## src/rtl/multichannel_mixer_pkg.sv

```systemverilog
// Shared DSP constants and types for the multichannel complex mixer.
package multichannel_mixer_pkg;
  localparam int DSZ_DEFAULT = 16;
  localparam int NCH_DEFAULT = 4;
  localparam int MIX_LATENCY = 8;

  typedef enum logic [2:0] {
    IDLE,
    ISSUE0,
    ISSUE1,
    ISSUE2,
    ISSUE3
  } mix_state_e;

  function automatic int chan_width(input int n);
    return (n > 1) ? $clog2(n) : 1;
  endfunction
endpackage

```

## src/rtl/multichannel_mixer_saturator.sv

```systemverilog
// Signed saturator: clamps an ISZ-bit value into OSZ bits.
module multichannel_mixer_saturator #(
  parameter int ISZ = 17,
  parameter int OSZ = 16
) (
  input  logic signed [ISZ-1:0] din,
  output logic signed [OSZ-1:0] dout
);
  localparam int XB = ISZ - OSZ + 1;

  logic [XB-1:0] top;

  assign top = din[ISZ-1:OSZ-1];

  // In range when every bit above the output MSB repeats the sign.
  always_comb begin
    if (top == {XB{1'b0}} || top == {XB{1'b1}}) dout = din[OSZ-1:0];
    else if (din[ISZ-1])                         dout = {1'b1, {(OSZ-1){1'b0}}};
    else                                         dout = {1'b0, {(OSZ-1){1'b1}}};
  end
endmodule

```

## src/rtl/multichannel_mixer.sv

```systemverilog
// Complex mixer: one shared multiplier issues a sample's four cross products
// over four cycles, then recombines them with optional LO conjugation.
module multichannel_mixer
  import multichannel_mixer_pkg::*;
#(
  parameter int DSZ = DSZ_DEFAULT,
  parameter int NCH = NCH_DEFAULT,
  localparam int CHW = chan_width(NCH)
) (
  input  logic                  clk,
  input  logic                  reset,
  input  logic                  in_valid,
  output logic                  in_ready,
  input  logic signed [DSZ-1:0] in_i,
  input  logic signed [DSZ-1:0] in_q,
  input  logic signed [DSZ-1:0] lo_i,
  input  logic signed [DSZ-1:0] lo_q,
  input  logic [CHW-1:0]        in_ch,
  input  logic [NCH-1:0]        conj_mask,
  input  logic [NCH-1:0]        bypass_mask,
  output logic                  out_valid,
  input  logic                  out_ready,
  output logic signed [DSZ-1:0] out_i,
  output logic signed [DSZ-1:0] out_q,
  output logic [CHW-1:0]        out_ch
);
  typedef struct packed {
    logic [CHW-1:0]        ch;
    logic                  conj;
    logic                  bypass;
    logic signed [DSZ-1:0] i;
    logic signed [DSZ-1:0] q;
  } meta_t;

  localparam logic signed [2*DSZ-1:0] RND = {{(DSZ+1){1'b0}}, 1'b1, {(DSZ-2){1'b0}}};

  mix_state_e              state, state_nx;
  logic                    adv, accept;
  logic [CHW-1:0]          ch_eff;
  meta_t                   op_meta, meta1, meta2;
  logic signed [DSZ-1:0]   op_lo_i, op_lo_q, mul_a, mul_b;
  logic signed [2*DSZ-1:0] prod, prod_rnd;
  logic signed [DSZ-1:0]   p_sat, sat_i, sat_q;
  logic signed [DSZ+1:0]   p_ext, acc_i, acc_q;
  logic signed [DSZ-1:0]   d0_i, d0_q, d1_i, d1_q;
  logic [CHW-1:0]          d0_ch, d1_ch;
  logic [MIX_LATENCY:0]    vld_pipe;
  logic                    unused_bits;

  // A result waiting on the consumer freezes every stage.
  assign out_valid = vld_pipe[MIX_LATENCY];
  assign adv       = !(out_valid && !out_ready);
  assign in_ready  = !reset && adv && (state == IDLE || state == ISSUE3);
  assign accept    = in_valid && in_ready;
  assign ch_eff    = (int'(in_ch) < NCH) ? in_ch : '0;

  always_ff @(posedge clk) begin
    if (reset)    state <= IDLE;
    else if (adv) state <= state_nx;
  end

  always_comb begin
    state_nx = state;
    mul_a    = op_meta.i;
    mul_b    = op_lo_i;
    case (state)
      IDLE:   if (accept) state_nx = ISSUE0;
      ISSUE0: state_nx = ISSUE1;
      ISSUE1: begin
        state_nx = ISSUE2;
        mul_a    = op_meta.q;
        mul_b    = op_lo_q;
      end
      ISSUE2: begin
        state_nx = ISSUE3;
        mul_b    = op_lo_q;
      end
      ISSUE3: begin
        state_nx = accept ? ISSUE0 : IDLE;
        mul_a    = op_meta.q;
      end
      default: state_nx = IDLE;
    endcase
  end

  assign prod_rnd = prod + RND;
  assign p_ext    = (DSZ+2)'(p_sat);

  multichannel_mixer_saturator #(.ISZ(DSZ+1), .OSZ(DSZ)) u_sat_prod (
    .din  (prod_rnd[2*DSZ-1:DSZ-1]),
    .dout (p_sat)
  );

  multichannel_mixer_saturator #(.ISZ(DSZ+1), .OSZ(DSZ)) u_sat_i (
    .din  (acc_i[DSZ+1:1]),
    .dout (sat_i)
  );

  multichannel_mixer_saturator #(.ISZ(DSZ+1), .OSZ(DSZ)) u_sat_q (
    .din  (acc_q[DSZ+1:1]),
    .dout (sat_q)
  );

  // vld_pipe[k] marks a sample accepted k edges ago; products land in prod
  // one edge after their ISSUE state, so stage k consumes the k-th product.
  always_ff @(posedge clk) begin
    if (reset) begin
      vld_pipe <= '0;
      op_meta  <= '0;
      op_lo_i  <= '0;
      op_lo_q  <= '0;
      meta1    <= '0;
      meta2    <= '0;
      prod     <= '0;
      acc_i    <= '0;
      acc_q    <= '0;
      d0_i     <= '0;
      d0_q     <= '0;
      d0_ch    <= '0;
      d1_i     <= '0;
      d1_q     <= '0;
      d1_ch    <= '0;
      out_i    <= '0;
      out_q    <= '0;
      out_ch   <= '0;
    end else if (adv) begin
      vld_pipe <= {vld_pipe[MIX_LATENCY-1:0], accept};
      prod     <= (2*DSZ)'(mul_a) * (2*DSZ)'(mul_b);
      if (accept) begin
        op_meta.ch     <= in_ch;
        op_meta.conj   <= conj_mask[ch_eff];
        op_meta.bypass <= bypass_mask[ch_eff];
        op_meta.i      <= in_i;
        op_meta.q      <= in_q;
        op_lo_i        <= lo_i;
        op_lo_q        <= lo_q;
      end
      if (vld_pipe[0]) meta1 <= op_meta;
      if (vld_pipe[1]) acc_i <= p_ext;
      if (vld_pipe[2]) acc_i <= meta1.conj ? acc_i + p_ext : acc_i - p_ext;
      if (vld_pipe[3]) acc_q <= meta1.conj ? -p_ext : p_ext;
      // meta1 may be reloaded by the next sample on this same edge.
      if (vld_pipe[4]) begin
        acc_q <= acc_q + p_ext;
        meta2 <= meta1;
      end
      if (vld_pipe[5]) begin
        d0_i  <= meta2.bypass ? meta2.i : sat_i;
        d0_q  <= meta2.bypass ? meta2.q : sat_q;
        d0_ch <= meta2.ch;
      end
      if (vld_pipe[6]) begin
        d1_i  <= d0_i;
        d1_q  <= d0_q;
        d1_ch <= d0_ch;
      end
      if (vld_pipe[7]) begin
        out_i  <= d1_i;
        out_q  <= d1_q;
        out_ch <= d1_ch;
      end
    end
  end

  assign unused_bits = ^{acc_i[0], acc_q[0], prod_rnd[DSZ-2:0], meta2.conj};
endmodule

```

## config.mk

```make
export PLATFORM = sky130hd
export DESIGN_NAME = multichannel_mixer
export DESIGN_NICKNAME = d
export VERILOG_FILES = /design/src/rtl/multichannel_mixer_pkg.sv /design/src/rtl/multichannel_mixer_saturator.sv /design/src/rtl/multichannel_mixer.sv
export SDC_FILE = /design/constraint.sdc
export NUM_CORES = 2
export LEC_CHECK = 0
export ABC_AREA = 1
export BUFFER_PORTS_ARGS = -buffer_cell sky130_fd_sc_hd__buf_2
export CAP_MARGIN = 20
export CORE_MARGIN = 4
export CORE_UTILIZATION = 64
export CTS_CLUSTER_DIAMETER = 100
export DETAILED_ROUTE_END_ITERATION = 12
export HOLD_SLACK_MARGIN = 0.05
export PLACE_DENSITY = 0.83
export SYNTH_ARGS = -nofsm -noshare
export SYNTH_HDL_FRONTEND = slang
export SYNTH_SLANG_ARGS = --single-unit
```

## constraint.sdc

```tcl
create_clock -name clk -period 8.2 [get_ports clk]
set_input_delay 1.64 -clock clk [delete_from_list [all_inputs] [get_ports clk]]
set_output_delay 1.64 -clock clk [all_outputs]
set_load 0.02 [all_outputs]
```

==> metrics.csv <==
stage;metric;value;unit
critical_path;cp-start-kind;flip-flop;
routing;drt-wirelength-per-cell;18.25;um
placed_design;place_hpwl;54290;um
hold_path;hold_depth;2;
cells_and_area;drive_gt1_frac;0.08371;
synth;syn_nets;3735;
floorplan;num_rows;71;
synth;yosysTopAreaCell;dfxtp_1;
critical_path;cpMostUsedCell;inv_1;
sta;fin_ws;0.3588;ns
floorplan;core;0.03758;mm^2
critical_path;r2r_end;prod[27];
floorplan;die_x;203.1;um
synth;synthFlopType;dfxtp_1;
clock_network;clk_pin_slew;0.07;ns
grt;grt_pass1_vias;21810;
cells_and_area;fin_util;0.7059;
placed_design;gp_congestion;1.012;
sta;hold_viol_final;0;
sta;fin_crit;7.841;ns
critical_path;endpoint_kind;flip-flop;
clock_network;cts_root_buf;clkbuf_16;
routing;ant_nets;0;
critical_path;critical_path_class;reg -> reg;
critical_path;cp-endpoint;prod[27];
grt;grt_max_degree;123;
power_and_ir_drop;peakVddDrop;200.9;uV
synth;synthCells;3275;
hold_path;hp-class;reg -> reg;
run;max_cap_viol_count;0;
critical_path;cp_max_fo;23;
routing;viasPerCell;5.744;
clock_network;cts_made_buffers;31;
synth;synth_cell_type_count;53;
placed_design;placed_cells;3809;
synth;syn_area_per_cell;7.439;um^2
power_and_ir_drop;finalPower;7276;uW
critical_path;r2r_setup_slack;0.36;ns
clock_network;clock_sinks;307;
critical_path;crit_path_max_incr_delay;0.83;ns
cells_and_area;final_cells;3868;
critical_path;critPathLaunch;state[0];
sta;worstMarginPinSlew;1.071;ns
cells_and_area;final_common_cell;nand2_1;
clock_network;cts_max_level;1;
grt;grt_pass1_wl;112500;um
grt;grt_overflow;0;
sta;setup_viol;0;
sta;slew_headroom;0.2814;
critical_path;r2r_start;state[0];
routing;drc;0;
sta;tns;0;ns
floorplan;fp.dieH;203.1;um
clock_network;clockBufferDepth;3;
critical_path;worstRegToRegCells;30;
clock_network;cts-hold-fix-buffers;0;
synth;synth_area_leaders;dfxtp_1 25%, fa_1 22%, nand2_1 8.1%;
synth;synth_area;0.02436;mm^2
synth;ys_seq_area_frac;0.2523;
outcome;status;complete, no violations;
cells_and_area;n_antenna_cell;0;
clock_network;clk_latency;0.59;ns
clock_network;cts_tree;built;
synth;synth-seq-cells;307;
synth;synth.top_cell.area_share;0.2523;
power_and_ir_drop;power_density;274.3;mW/mm^2
cells_and_area;final_cell_mix;526 x nand2_1, 519 x inv_1, 465 x nor2_1;
sta;maxSlewViolCount;0;
sta;fin_crit_sh;0.9562;
power_and_ir_drop;leakage;0.01317;uW
routing;routed_wl;70580;um
floorplan;die-area;0.04125;mm^2
sta;max_freq;127.5;MHz
cells_and_area;num-fill-cells;3100;
routing;routed-via-count;22220;
cells_and_area;synthToLayoutAreaGrowth;8.879;%
synth;async_flop_share;0;
placed_design;numPortBuffers;113;
sta;skew;0.01197;ns
routing;drt-pass1-iter-count;8;
synth;synth_edf_count;0;
grt;antenna_found_initial;1;
floorplan;initial_core_util;0.6484;
critical_path;cp.arrival;8.34;ns
placed_design;dp_slack;0.5036;ns
critical_path;critPathSlowestCell;o21ai_1;
cells_and_area;finalNetCount;3793;
floorplan;io_pins;114;
critical_path;cp.required;8.70;ns
clock_network;postCtsSetupBuffers;0;
grt;grtUsageTotal;0.3388;
synth;synth-warning-count;0;
sta;grt_setup_unrepaired;no;
routing;drt-initial-drc-count;2214;
## per-layer routing
| metal | track usage | wire length, um | vias to the layer above |
|---|---|---|---|
| met5 | 0.01667 | 98 | - |
| met4 | 0.08938 | 2125 | 4 |
| met3 | 0.09360 | 8080 | 154 |
| met2 | 0.5222 | 30900 | 1135 |
| met1 | 0.4760 | 29370 | 10520 |
| li1 | - | - | 10410 |
## final cells by class
type	count	area (um^2)	area share
Sequential cell	307	6146	0.2317
Multi-Input combinational cell	2300	15700	0.5917
Tap cell	511	639.4	0.02410
Timing Repair Buffer	161	945.9	0.03566
Clock buffer	37	828.3	0.03122
Clock inverter	20	266.5	0.01005
Inverter	532	2004	0.07556
## stage by stage
step	area [um^2]	hold WS, ns
after floorplan	24360	0.4245
after global placement	25390	0.4353
after detailed placement	25390	0.4415
after CTS	26490	0.4509
after global routing	26530	0.4638
final	26530	0.4505
## report_power, final
group | switching (uW) | leakage (uW) | total, uW | internal [uW]
clock network | 635 | 0.000534 | 1520 | 887
logic | 2660 | 0.0101 | 4000 | 1330
registers | 113 | 0.00249 | 1760 | 1650
## cells in the mapped netlist, types with 4 or more instances
library cell    n
a21boi_0        5
a21oi_1       207
a221oi_1        4
a31oi_1        16
buf_1           6
buf_2           7
clkbuf_1      120
clkinv_1        8
dfxtp_1       307
fa_1          263
ha_1          119
inv_1         520
nand2_1       528
nand2_2        13
nand2_4         6
nand3_1       113
nand3_2         4
nand4_1        10
nor2_1        469
nor2_2          9
nor2_4          4
nor3_1         12
o211ai_1       13
o21ai_0       383
o21ai_1        23
o21ai_2         4
o21bai_1        8
o22ai_1         6
o31ai_1         4
xnor2_1        18
xor2_1         27
## critical path, delay by kind of cell, from the launching register on
family	cells	cell delay, ns
flops	1	0.43
fa+ha+maj	7	3.17
compound gates	3	1.17
simple gates	11	1.79
buf+inv	9	1.16
## logic make-up (layout without fill, tap and decap cells)
logic type               count (synthesis)  in the layout  share of synthesized area
AO/OA/AOI/OAI                          692            692                     0.1509
XOR/XNOR                                45             45                    0.01618
AND/OR/NAND/NOR                       1181           1181                     0.1991
buffers and inverters                  668            750                     0.1043
adder cells (fa/ha/maj)                382            382                     0.2772
flip-flops                             307            307                     0.2523
## what timing repair did
action | in CTS | in global routing
resized for setup | 0 | 2
setup endpoints to repair | 0 | 1
hold endpoints to repair | 0 | 0
## state kept, by name, summed over array words and instances (netlist names), 18 cells and up
name,cells
acc_q,18
meta1,36
acc_i,18
op_meta,36
prod,18
meta2,35
## worst min-delay path by stage
stage                     start           to  slack (ns)
floorplan           op_lo_i[10]  op_lo_i[10]        0.42
global placement     op_lo_i[5]   op_lo_i[5]        0.44
detailed placement   op_lo_i[4]   op_lo_i[4]        0.44
CTS                  op_lo_i[4]   op_lo_i[4]        0.45
global route         op_lo_i[6]   op_lo_i[6]        0.46
finish               op_lo_i[5]   op_lo_i[5]        0.45
Power figures use the tool's default switching activity.
